<file path="config.mk">
export PLATFORM = sky130hd
export DESIGN_NAME = sound_scheduler_flat
export DESIGN_NICKNAME = d
export VERILOG_FILES = /design/src/rtl/sound_scheduler_if.sv /design/src/rtl/sound_scheduler.sv /design/src/flat_wrapper.sv
export SDC_FILE = /design/constraint.sdc
export NUM_CORES = 1
export LEC_CHECK = 0
export BUFFER_PORTS_ARGS = -buffer_cell sky130_fd_sc_hd__buf_2
export CORE_MARGIN = 10
export CORE_UTILIZATION = 56
export DETAILED_ROUTE_END_ITERATION = 16
export GPL_TIMING_DRIVEN = 0
export PLACE_DENSITY = 0.76
export SYNTH_ARGS = -nofsm -noshare
export SYNTH_HDL_FRONTEND = slang
export SYNTH_SLANG_ARGS = --single-unit
</file>
<file path="constraint.sdc">
create_clock -name clk -period 5.2 [get_ports clk]
set_clock_uncertainty 0.15 [all_clocks]
set_input_delay 0 -clock clk [delete_from_list [all_inputs] [get_ports clk]]
set_output_delay 0 -clock clk [all_outputs]
set_load 0.02 [all_outputs]
</file>
<file path="src/rtl/sound_scheduler_if.sv">
// Game-side request lines and speaker-side status of the sound scheduler.
interface sound_scheduler_if;
    logic       enable;
    logic       goodColl;
    logic       badColl;
    logic [3:0] direction;
    logic       speaker;
    logic       playSound;
    logic [1:0] active;
    logic [2:0] pending;

    modport master (
        output enable, goodColl, badColl, direction,
        input  speaker, playSound, active, pending
    );

    modport slave (
        input  enable, goodColl, badColl, direction,
        output speaker, playSound, active, pending
    );
endinterface

</file>
<file path="src/rtl/sound_scheduler.sv">
// Priority arbiter for game sound events driving one square-wave speaker:
// one-deep pending per class, fixed tone length per class, silent gap between tones.
module sound_scheduler #(
    parameter logic [23:0] MOVE_HALF = 24'd25000,
    parameter logic [23:0] GOOD_HALF = 24'd18000,
    parameter logic [23:0] BAD_HALF  = 24'd50000,
    parameter logic [23:0] MOVE_LEN  = 24'd500000,
    parameter logic [23:0] GOOD_LEN  = 24'd2000000,
    parameter logic [23:0] BAD_LEN   = 24'd4000000,
    parameter logic [23:0] GAP_LEN   = 24'd100000
) (
    input logic               clk,
    input logic               rst,
    sound_scheduler_if.slave  bus
);
    localparam int unsigned CW = 24;

    typedef enum logic [1:0] {IDLE, PLAY, GAP} state_t;

    state_t          state, state_n;
    logic [2:0]      req_q, raw, req;
    logic [2:0]      pend, pend_n;
    logic [1:0]      act, act_n, grant, hi;
    logic            spk, spk_n;
    logic [CW-1:0]   half_cnt, half_n, dur_cnt, dur_n, gap_cnt, gap_n;

    function automatic logic [1:0] top_class(input logic [2:0] p);
        if (p[2])      return 2'd3;
        else if (p[1]) return 2'd2;
        else if (p[0]) return 2'd1;
        else           return 2'd0;
    endfunction

    function automatic logic [CW-1:0] half_of(input logic [1:0] c);
        case (c)
            2'd1:    return MOVE_HALF;
            2'd2:    return GOOD_HALF;
            2'd3:    return BAD_HALF;
            default: return CW'(1);
        endcase
    endfunction

    function automatic logic [CW-1:0] len_of(input logic [1:0] c);
        case (c)
            2'd1:    return MOVE_LEN;
            2'd2:    return GOOD_LEN;
            2'd3:    return BAD_LEN;
            default: return CW'(1);
        endcase
    endfunction

    function automatic logic [2:0] class_mask(input logic [1:0] c);
        case (c)
            2'd1:    return 3'b001;
            2'd2:    return 3'b010;
            2'd3:    return 3'b100;
            default: return 3'b000;
        endcase
    endfunction

    // Rising-edge detection on the raw request levels {bad, good, move}.
    assign raw = {bus.badColl, bus.goodColl, |bus.direction};
    assign req = raw & ~req_q;
    assign hi  = top_class(pend);

    always_ff @(posedge clk) begin
        if (rst) begin
            state    <= IDLE;
            req_q    <= 3'b000;
            pend     <= 3'b000;
            act      <= 2'd0;
            spk      <= 1'b0;
            half_cnt <= '0;
            dur_cnt  <= '0;
            gap_cnt  <= '0;
        end else begin
            state    <= state_n;
            req_q    <= raw;
            pend     <= pend_n;
            act      <= act_n;
            spk      <= spk_n;
            half_cnt <= half_n;
            dur_cnt  <= dur_n;
            gap_cnt  <= gap_n;
        end
    end

    always_comb begin
        state_n = state;
        pend_n  = pend;
        act_n   = act;
        spk_n   = spk;
        half_n  = half_cnt;
        dur_n   = dur_cnt;
        gap_n   = gap_cnt;
        grant   = 2'd0;

        if (!bus.enable) begin
            state_n = IDLE;
            pend_n  = 3'b000;
            act_n   = 2'd0;
            spk_n   = 1'b0;
            half_n  = '0;
            dur_n   = '0;
            gap_n   = '0;
        end else begin
            case (state)
                IDLE: begin
                    if (hi != 2'd0) grant = hi;
                end
                PLAY: begin
                    // A strictly higher pending class preempts; the current tone is dropped.
                    if (hi > act) begin
                        grant = hi;
                    end else begin
                        if (half_cnt == '0) begin
                            spk_n  = ~spk;
                            half_n = half_of(act) - CW'(1);
                        end else begin
                            half_n = half_cnt - CW'(1);
                        end
                        if (dur_cnt == '0) begin
                            spk_n  = 1'b0;
                            act_n  = 2'd0;
                            half_n = '0;
                            if (GAP_LEN == '0) begin
                                state_n = IDLE;
                            end else begin
                                state_n = GAP;
                                gap_n   = GAP_LEN - CW'(1);
                            end
                        end else begin
                            dur_n = dur_cnt - CW'(1);
                        end
                    end
                end
                GAP: begin
                    spk_n = 1'b0;
                    if (gap_cnt == '0) state_n = IDLE;
                    else               gap_n   = gap_cnt - CW'(1);
                end
                default: state_n = IDLE;
            endcase

            if (grant != 2'd0) begin
                state_n = PLAY;
                act_n   = grant;
                spk_n   = 1'b1;
                half_n  = half_of(grant) - CW'(1);
                dur_n   = len_of(grant) - CW'(1);
            end
            pend_n = (pend & ~class_mask(grant)) | req;
        end
    end

    assign bus.speaker   = spk;
    assign bus.playSound = (state == PLAY);
    assign bus.active    = act;
    assign bus.pending   = pend;
endmodule

</file>
<file path="src/flat_wrapper.sv">
// flat-port wrapper written by rule: the top's interface ports become plain ports
module sound_scheduler_flat 
#(
    parameter logic [23:0] MOVE_HALF = 24'd25000,
    parameter logic [23:0] GOOD_HALF = 24'd18000,
    parameter logic [23:0] BAD_HALF  = 24'd50000,
    parameter logic [23:0] MOVE_LEN  = 24'd500000,
    parameter logic [23:0] GOOD_LEN  = 24'd2000000,
    parameter logic [23:0] BAD_LEN   = 24'd4000000,
    parameter logic [23:0] GAP_LEN   = 24'd100000
)
  (clk, rst, bus_enable, bus_goodColl, bus_badColl, bus_direction, bus_speaker, bus_playSound, bus_active, bus_pending);
  sound_scheduler_if bus_i ();
  input logic clk;
  input logic rst;
  input wire logic [$bits(bus_i.enable)-1:0] bus_enable;
  input wire logic [$bits(bus_i.goodColl)-1:0] bus_goodColl;
  input wire logic [$bits(bus_i.badColl)-1:0] bus_badColl;
  input wire logic [$bits(bus_i.direction)-1:0] bus_direction;
  output wire logic [$bits(bus_i.speaker)-1:0] bus_speaker;
  output wire logic [$bits(bus_i.playSound)-1:0] bus_playSound;
  output wire logic [$bits(bus_i.active)-1:0] bus_active;
  output wire logic [$bits(bus_i.pending)-1:0] bus_pending;
  assign bus_i.enable = bus_enable;
  assign bus_i.goodColl = bus_goodColl;
  assign bus_i.badColl = bus_badColl;
  assign bus_i.direction = bus_direction;
  assign bus_speaker = bus_i.speaker;
  assign bus_playSound = bus_i.playSound;
  assign bus_active = bus_i.active;
  assign bus_pending = bus_i.pending;
  sound_scheduler #(.MOVE_HALF(MOVE_HALF), .GOOD_HALF(GOOD_HALF), .BAD_HALF(BAD_HALF), .MOVE_LEN(MOVE_LEN), .GOOD_LEN(GOOD_LEN), .BAD_LEN(BAD_LEN), .GAP_LEN(GAP_LEN)) u_core (.clk(clk), .rst(rst), .bus(bus_i));
endmodule
</file>
; Word level (Yosys, flattened, before mapping)
; Cells that the tools add are included.
[classes]
n_eq_ne = 19
reduce_logical = 20
bitwise_logic = 8
n_addsub = 6
magnitude_cmp = 1
muxes = 47
[op_table]
columns = operator, count
row1 = $mux 24, 20
row2 = $sub 24x1->24 const B, 6
row3 = $pmux 16 s3, 2
row4 = $logic_not 24->1, 3
row5 = $pmux 22 s3, 1
row6 = $pmux 24 s2, 1
row7 = $mux 2, 12
row8 = $reduce_and 4->1, 3
row9 = $eq 2x2->1 const B, 5
row10 = $reduce_bool 2->1, 5
row11 = $pmux 3 s3, 1
row12 = $reduce_and 3->1, 3
row13 = $ne 2x2->1 const B, 4
row14 = $and 3x3->3, 2
row15 = $eq 2x1->1 const B, 3
row16 = $mux 1, 6
row17 = $ne 2x1->1 const B, 3
row18 = $ne 3x1->1 const B, 2
row19 = $not 3->3, 2
row20 = $pmux 2 s3, 1
row21 = $ne 4x1->1 const B, 1
row22 = $pmux 2 s2, 1
row23 = $reduce_or 4->1, 1
row24 = $mux 3, 1
row25 = other kinds (10), 12
[totals]
output_inout_bits = 7
reg_bits = 83
input_bits = 9
elab_cells = 110

; Logic depth before layout (Yosys ltp)
[logic_depth]
word_depth = 13
mapped_depth = 22
mapped_depth_nobuf = 16

; Worst setup path before layout
; OpenSTA, ideal clock, no wires.
[synth_timing]
path_kind = reg-to-reg
startpoint = register u_core.pend[1], in the netlist u_core.bus.pending[1]
endpoint = register u_core.dur_cnt[22]
required_time_ps = 4980
period_less_slack_ps = 5135
setup_slack_ps = 65
setup_time_ps = 70
stages_incl_launch_ff = 21
path_buffers = 6
arrival_time_ps = 4914
path_cell_list = dfxtp_1 or2_2 ha_1 nor2b_1 o311ai_0 nor2_1 inv_1 ha_1 clkbuf_1 buf_1 buf_1 clkbuf_1 clkbuf_1 nand2_1 ha_1 clkbuf_1 o221ai_1 a311oi_2 and2_1 a31o_2 a21oi_1
[synth_via]
elab_chain_cells = 12
elab_cells_between_ends = 21
classes_between = add/sub (1) / order compare (1) / eq/ne (5) / mux (10) / reduce/logical (4)
[synth_rtl]
columns = item, line_no
row1 = from (decl), sound_scheduler.sv:22  ; logic [2:0] pend, pend_n;
row2 = from (signal assigned), sound_scheduler.sv:79  ; pend <= pend_n;
row3 = $mux 2 (*), sound_scheduler.sv:29  ; else if (p[1]) return 2'd2;
row4 = $mux 2 (*), sound_scheduler.sv:28  ; if (p[2]) return 2'd3;
row5 = $gt 2x2->1 or $reduce_bool 2->1 (tied branches), "sound_scheduler.sv:113, sound_scheduler.sv:109"
row6 = "$mux 2, on equally long branches", "sound_scheduler.sv:113, sound_scheduler.sv:109"
row7 = $pmux 2 s2, sound_scheduler.sv:107  ; case (state)
row8 = $mux 2, sound_scheduler.sv:98  ; if (!bus.enable) begin
row9 = $eq 2x2->1 or $eq 2x1->1 (tied branches), sound_scheduler.sv:44  ; case (c)
row10 = $pmux 22 s3, sound_scheduler.sv:44
row11 = $mux 24, sound_scheduler.sv:145  ; if (grant != 2'd0) begin
row12 = $mux 24, sound_scheduler.sv:98
row13 = $sub 24x1->24, sound_scheduler.sv:150  ; dur_n = len_of(grant) - CW'(1);
row14 = $mux 24, sound_scheduler.sv:145
row15 = to (signal assigned), sound_scheduler.sv:83  ; dur_cnt <= dur_n;
row16 = to (decl), sound_scheduler.sv:25  ; logic [CW-1:0] half_cnt, half_n, dur_cnt, dur_n, gap_cnt, gap_n;
; Mark *: on every way between the ends. The rest lies on a longest branch, timed or not. The select of a mux whose other input is x is not followed.
; A chain may end at the register's enable or synchronous reset.

; Worst setup path in the final report
[layout_timing]
startpoint = register u_core.pend[2], in the netlist u_core.bus.pending[2]
endpoint = register u_core.dur_cnt[20]
[layout_via]
elab_chain_cells = 11
elab_cells_between_ends = 20
classes_between = add/sub (1) / order compare (1) / eq/ne (5) / mux (9) / reduce/logical (4)
[layout_rtl]
columns = item, line_no
row1 = $mux 2 (*), sound_scheduler.sv:28
row2 = $gt 2x2->1 or $reduce_bool 2->1 (tied branches), "sound_scheduler.sv:113, sound_scheduler.sv:109"
row3 = "$mux 2, on equally long branches", "sound_scheduler.sv:113, sound_scheduler.sv:109"
row4 = $pmux 2 s2, sound_scheduler.sv:107
row5 = $mux 2, sound_scheduler.sv:98
row6 = $eq 2x2->1 or $eq 2x1->1 (tied branches), sound_scheduler.sv:44
row7 = $pmux 22 s3, sound_scheduler.sv:44
row8 = $mux 24, sound_scheduler.sv:145
row9 = $mux 24, sound_scheduler.sv:98
row10 = $sub 24x1->24, sound_scheduler.sv:150
row11 = $mux 24, sound_scheduler.sv:145
; Marks and branches as above.

==> results.toml <==
[floorplan]
fp-row-count = 34
die_y_um = 113
core_um2 = 8590
io_pins = 16
start_util_pct = 56.9
die_area_um2 = 12900
die_w_um = 113

[timing]
setup_tns_ns = 0
slew-limit-headroom_pct = 30.1
worst_pin_slew_ns = 1.04
fin_crit_ns = 4.86
slew_violations = 0
timing.final.crit_share_pct = 93.5
setup_ws_ns = 0.337
finalHoldViolCount = 0
hold_slack_ns = 0.114
finalSetupViolations = 0
fmax_mhz = 206
rsz0062_at_grt = "no"

[clock_tree]
clk_latency_ns = 0.38
cts_tree = "yes"
cts_buffer_depth = 2
htree_num_levels = 3
cts.sinks = 83
path_clk_slew_ns = 0.11
numCtsBuffers = 9
cts_root_buffer = "clkbuf_8"

[logic_synthesis]
yosys.area.top_type = "dfxtp_1"
synth_top_cells_by_area = "dfxtp_1 (34%), nor2_1 (6.3%), a21oi_1 (4.4%), xor2_1 (4.3%), nand2_1 (3.5%)"
yosys_warnings = 0
synth_seq_cells = 83
synth_nets = 644
async_flop_share_pct = 0
ys_seq_area_share_pct = 34.0
ys_types = 70
netlist.area_leader.share_pct = 34.0
synth-edff-count = 0
synth_top_flop_cell = "dfxtp_1"
netlist_area_um2 = 4890
synth_cells = 625
synth.avg_cell_area_um2 = 7.82

[setup_path]
end_kind = "register"
regToRegSetupSlack_ns = 0.34
critPathRequiredTime_ns = 5.38
criticalPathCategory = "register to register"
critPathLaunchType = "register"
cp_data_arrival_time_ns = 5.04
critPathMaxFanout = 19

[global_route]
grt_pass1_vias = 4751
top_usage_layer = "met2"
use_met3_pct = 4.83
grt_pass1_wl_um = 23900
grt-ovfl-total = 0
grtUsageMet1_pct = 27.8
antenna_found_initial = 0
track_usage_pct = 22.5
global_route.usage.met2_pct = 36.5
grt_max_degree = 17

[power_and_ir_drop]
p_sw_share_pct = 39.9
power.leakage_nw = 1.98
powerDensity_nw_per_um2 = 350
p_seq_share_pct = 36.9
power.total_mw = 1.90
p_int_mw = 1.14
vdd_drop_max_mv = 0.214
switching_power_mw = 0.760
pwr-share-clk_pct = 26.5
pwr-share-comb_pct = 36.6

[route]
wl_per_cell_um = 19.2
vias_per_cell = 6.66
num_vias = 5136
ant_nets = 0
drt_iter0_drc = 523
drc = 0
wirelength_um = 14800
firstDrtPassIters = 6

[cells_and_area]
final_layout_size_suffix_gt1_share_pct = 10.6
nets = 677
final_area_um2 = 5430
fin_util_pct = 63.2
final_cells = 771
fill_cells = 755
area_delta_synth_final_pct = 11.1
antennaDiodeCount = 0

[worst_hold_path]
hold_path.class = "input pin to register"

[place]
pre_cts_slack_ns = -1.44
dp_cells = 748
place_area_um2 = 5100
gp_congestion = 0.951
io_buffers = 15
dp_hpwl_um = 10600

[flow_run]
drv_cap = 0

[run_status]
outcome = "completed"
[cells in the mapped netlist, types with 14 or more instances]
cell type / n
xor2_1: 24
nor4_1: 16
dfxtp_1: 83
a21oi_1: 43
a211oi_1: 14
inv_1: 23
nor2_1: 82
nand2_1: 46
clkbuf_1: 18
nor3_1: 27
nand3_1: 20
o21ai_0: 32
[metal layers]
layer  wire (um)  vias to the layer above  share of wire, %
met2        6790                      239                46
met1        6190                     2453                42
li1            -                     2389                 -
met4         593                        0               4.0
met5           0                        -                 0
met3        1220                       55               8.2
[registers in the layout, summed over array words and instances, names as in the netlist]
| signal | cells |
|---|---|
| u_core.bus.pending | 3 |
| u_core.gap_cnt | 24 |
| u_core.bus.speaker | 1 |
| u_core.req_q | 3 |
| u_core.half_cnt | 24 |
| u_core.bus.active | 2 |
| u_core.dur_cnt | 24 |
| u_core.state | 2 |
[cell type report]
cell class | instances | area, um^2 | share of cell area, %
buffer | 25 | 104 | 1.91
multi-input combinational | 491 | 3080 | 56.6
clock buffer | 9 | 124 | 2.28
inverter | 24 | 90.1 | 1.66
tap | 108 | 135 | 2.49
timing repair buffer | 24 | 158 | 2.90
sequential | 83 | 1660 | 30.6
clock inverter | 7 | 82.6 | 1.52
[cells in the final DEF, fill, tap and decap left out, types with 4 or more instances in the layout]
cell type      Yosys  final
nand2b_1           4      4
nand4_1            9      9
nor2_1            82     81
nand2_1           46     46
o22ai_1            5      5
nor3b_1            4      4
or4_1              6      6
buf_2              2     20
and2_1             7      6
a31oi_1            9      9
nor2b_1            6      5
a211oi_1          14     14
a21oi_1           43     43
ha_1              10      9
mux2i_1            6      6
a311oi_1           4      4
o21a_1             5      5
o21ai_0           32     32
clkbuf_8           0      9
clkbuf_1          18     14
o31a_1             4      4
inv_1             23     22
dlygate4sd3_1      0      6
o211ai_1           8      8
nand3_1           20     20
and3_1             4      4
or3_1              6      6
nor3_1            27     27
nor4_1            16     16
xnor2_1           11     11
or2_2              5      5
xor2_1            24     24
o21ai_1            4      4
o31ai_1           11     11
dfxtp_1           83     82
[worst max-delay path, cell delays in order, from the launching register on]
cell and delay, ns:
dfxtp_1 0.36, or2_2 0.32, ha_1 0.33, nor2b_2 0.25, o311ai_2 0.17, nor2_2 0.20
inv_1 0.11, ha_1 0.28, clkbuf_2 0.21, buf_2 0.22, buf_2 0.28, buf_2 0.26
nand2_1 0.09, ha_2 0.27, o221ai_2 0.17, a311oi_4 0.35, nand3_1 0.14, or3b_2 0.48
a21oi_1 0.14
[power groups by stage]
stage	Sequential [mW]	Combinational (mW)	Clock [mW]
after floorplan	0.708	0.481	0
after global placement	0.713	0.631	0
after detailed placement	0.714	0.643	0
after CTS	0.700	0.673	0.507
after global routing	0.706	0.753	0.525
final	0.702	0.695	0.505
[logic make-up (layout without fill, tap and decap cells)]
| group | Yosys count | count (layout) | share of synthesized area, % |
|---|---|---|---|
| AO/OA/AOI/OAI | 180 | 180 | 24.9 |
| XOR/XNOR | 35 | 35 | 6.27 |
| adder cells (fa/ha/maj) | 10 | 10 | 2.56 |
| buffers and inverters | 51 | 89 | 4.02 |
| flip-flops | 83 | 83 | 34.0 |
| multiplexers | 7 | 7 | 1.46 |
| AND/OR/NAND/NOR | 259 | 259 | 26.8 |
[path summary, 6_finish.rpt]
| path | from | endpoint | depth (start not counted) |
|---|---|---|---|
| worst max-delay path | u_core.bus.pending[2] | u_core.dur_cnt[20] | 18 |
| worst min-delay path | bus_enable | u_core.half_cnt[10] | 5 |
| worst max register to register | u_core.bus.pending[2] | u_core.dur_cnt[20] | 18 |
| worst min register to register | u_core.half_cnt[17] | u_core.half_cnt[17] | 2 |
[repair_timing]
item / in CTS / in global routing
gates resized for setup: 13 / 5
setup buffers: 2 / 1
endpoints found under the hold margin: 6 / 0
endpoints found under the setup margin: 28 / 7
pin swaps: 2 / 1
hold buffers: 6 / 0
(Power assumes the default switching activity.)
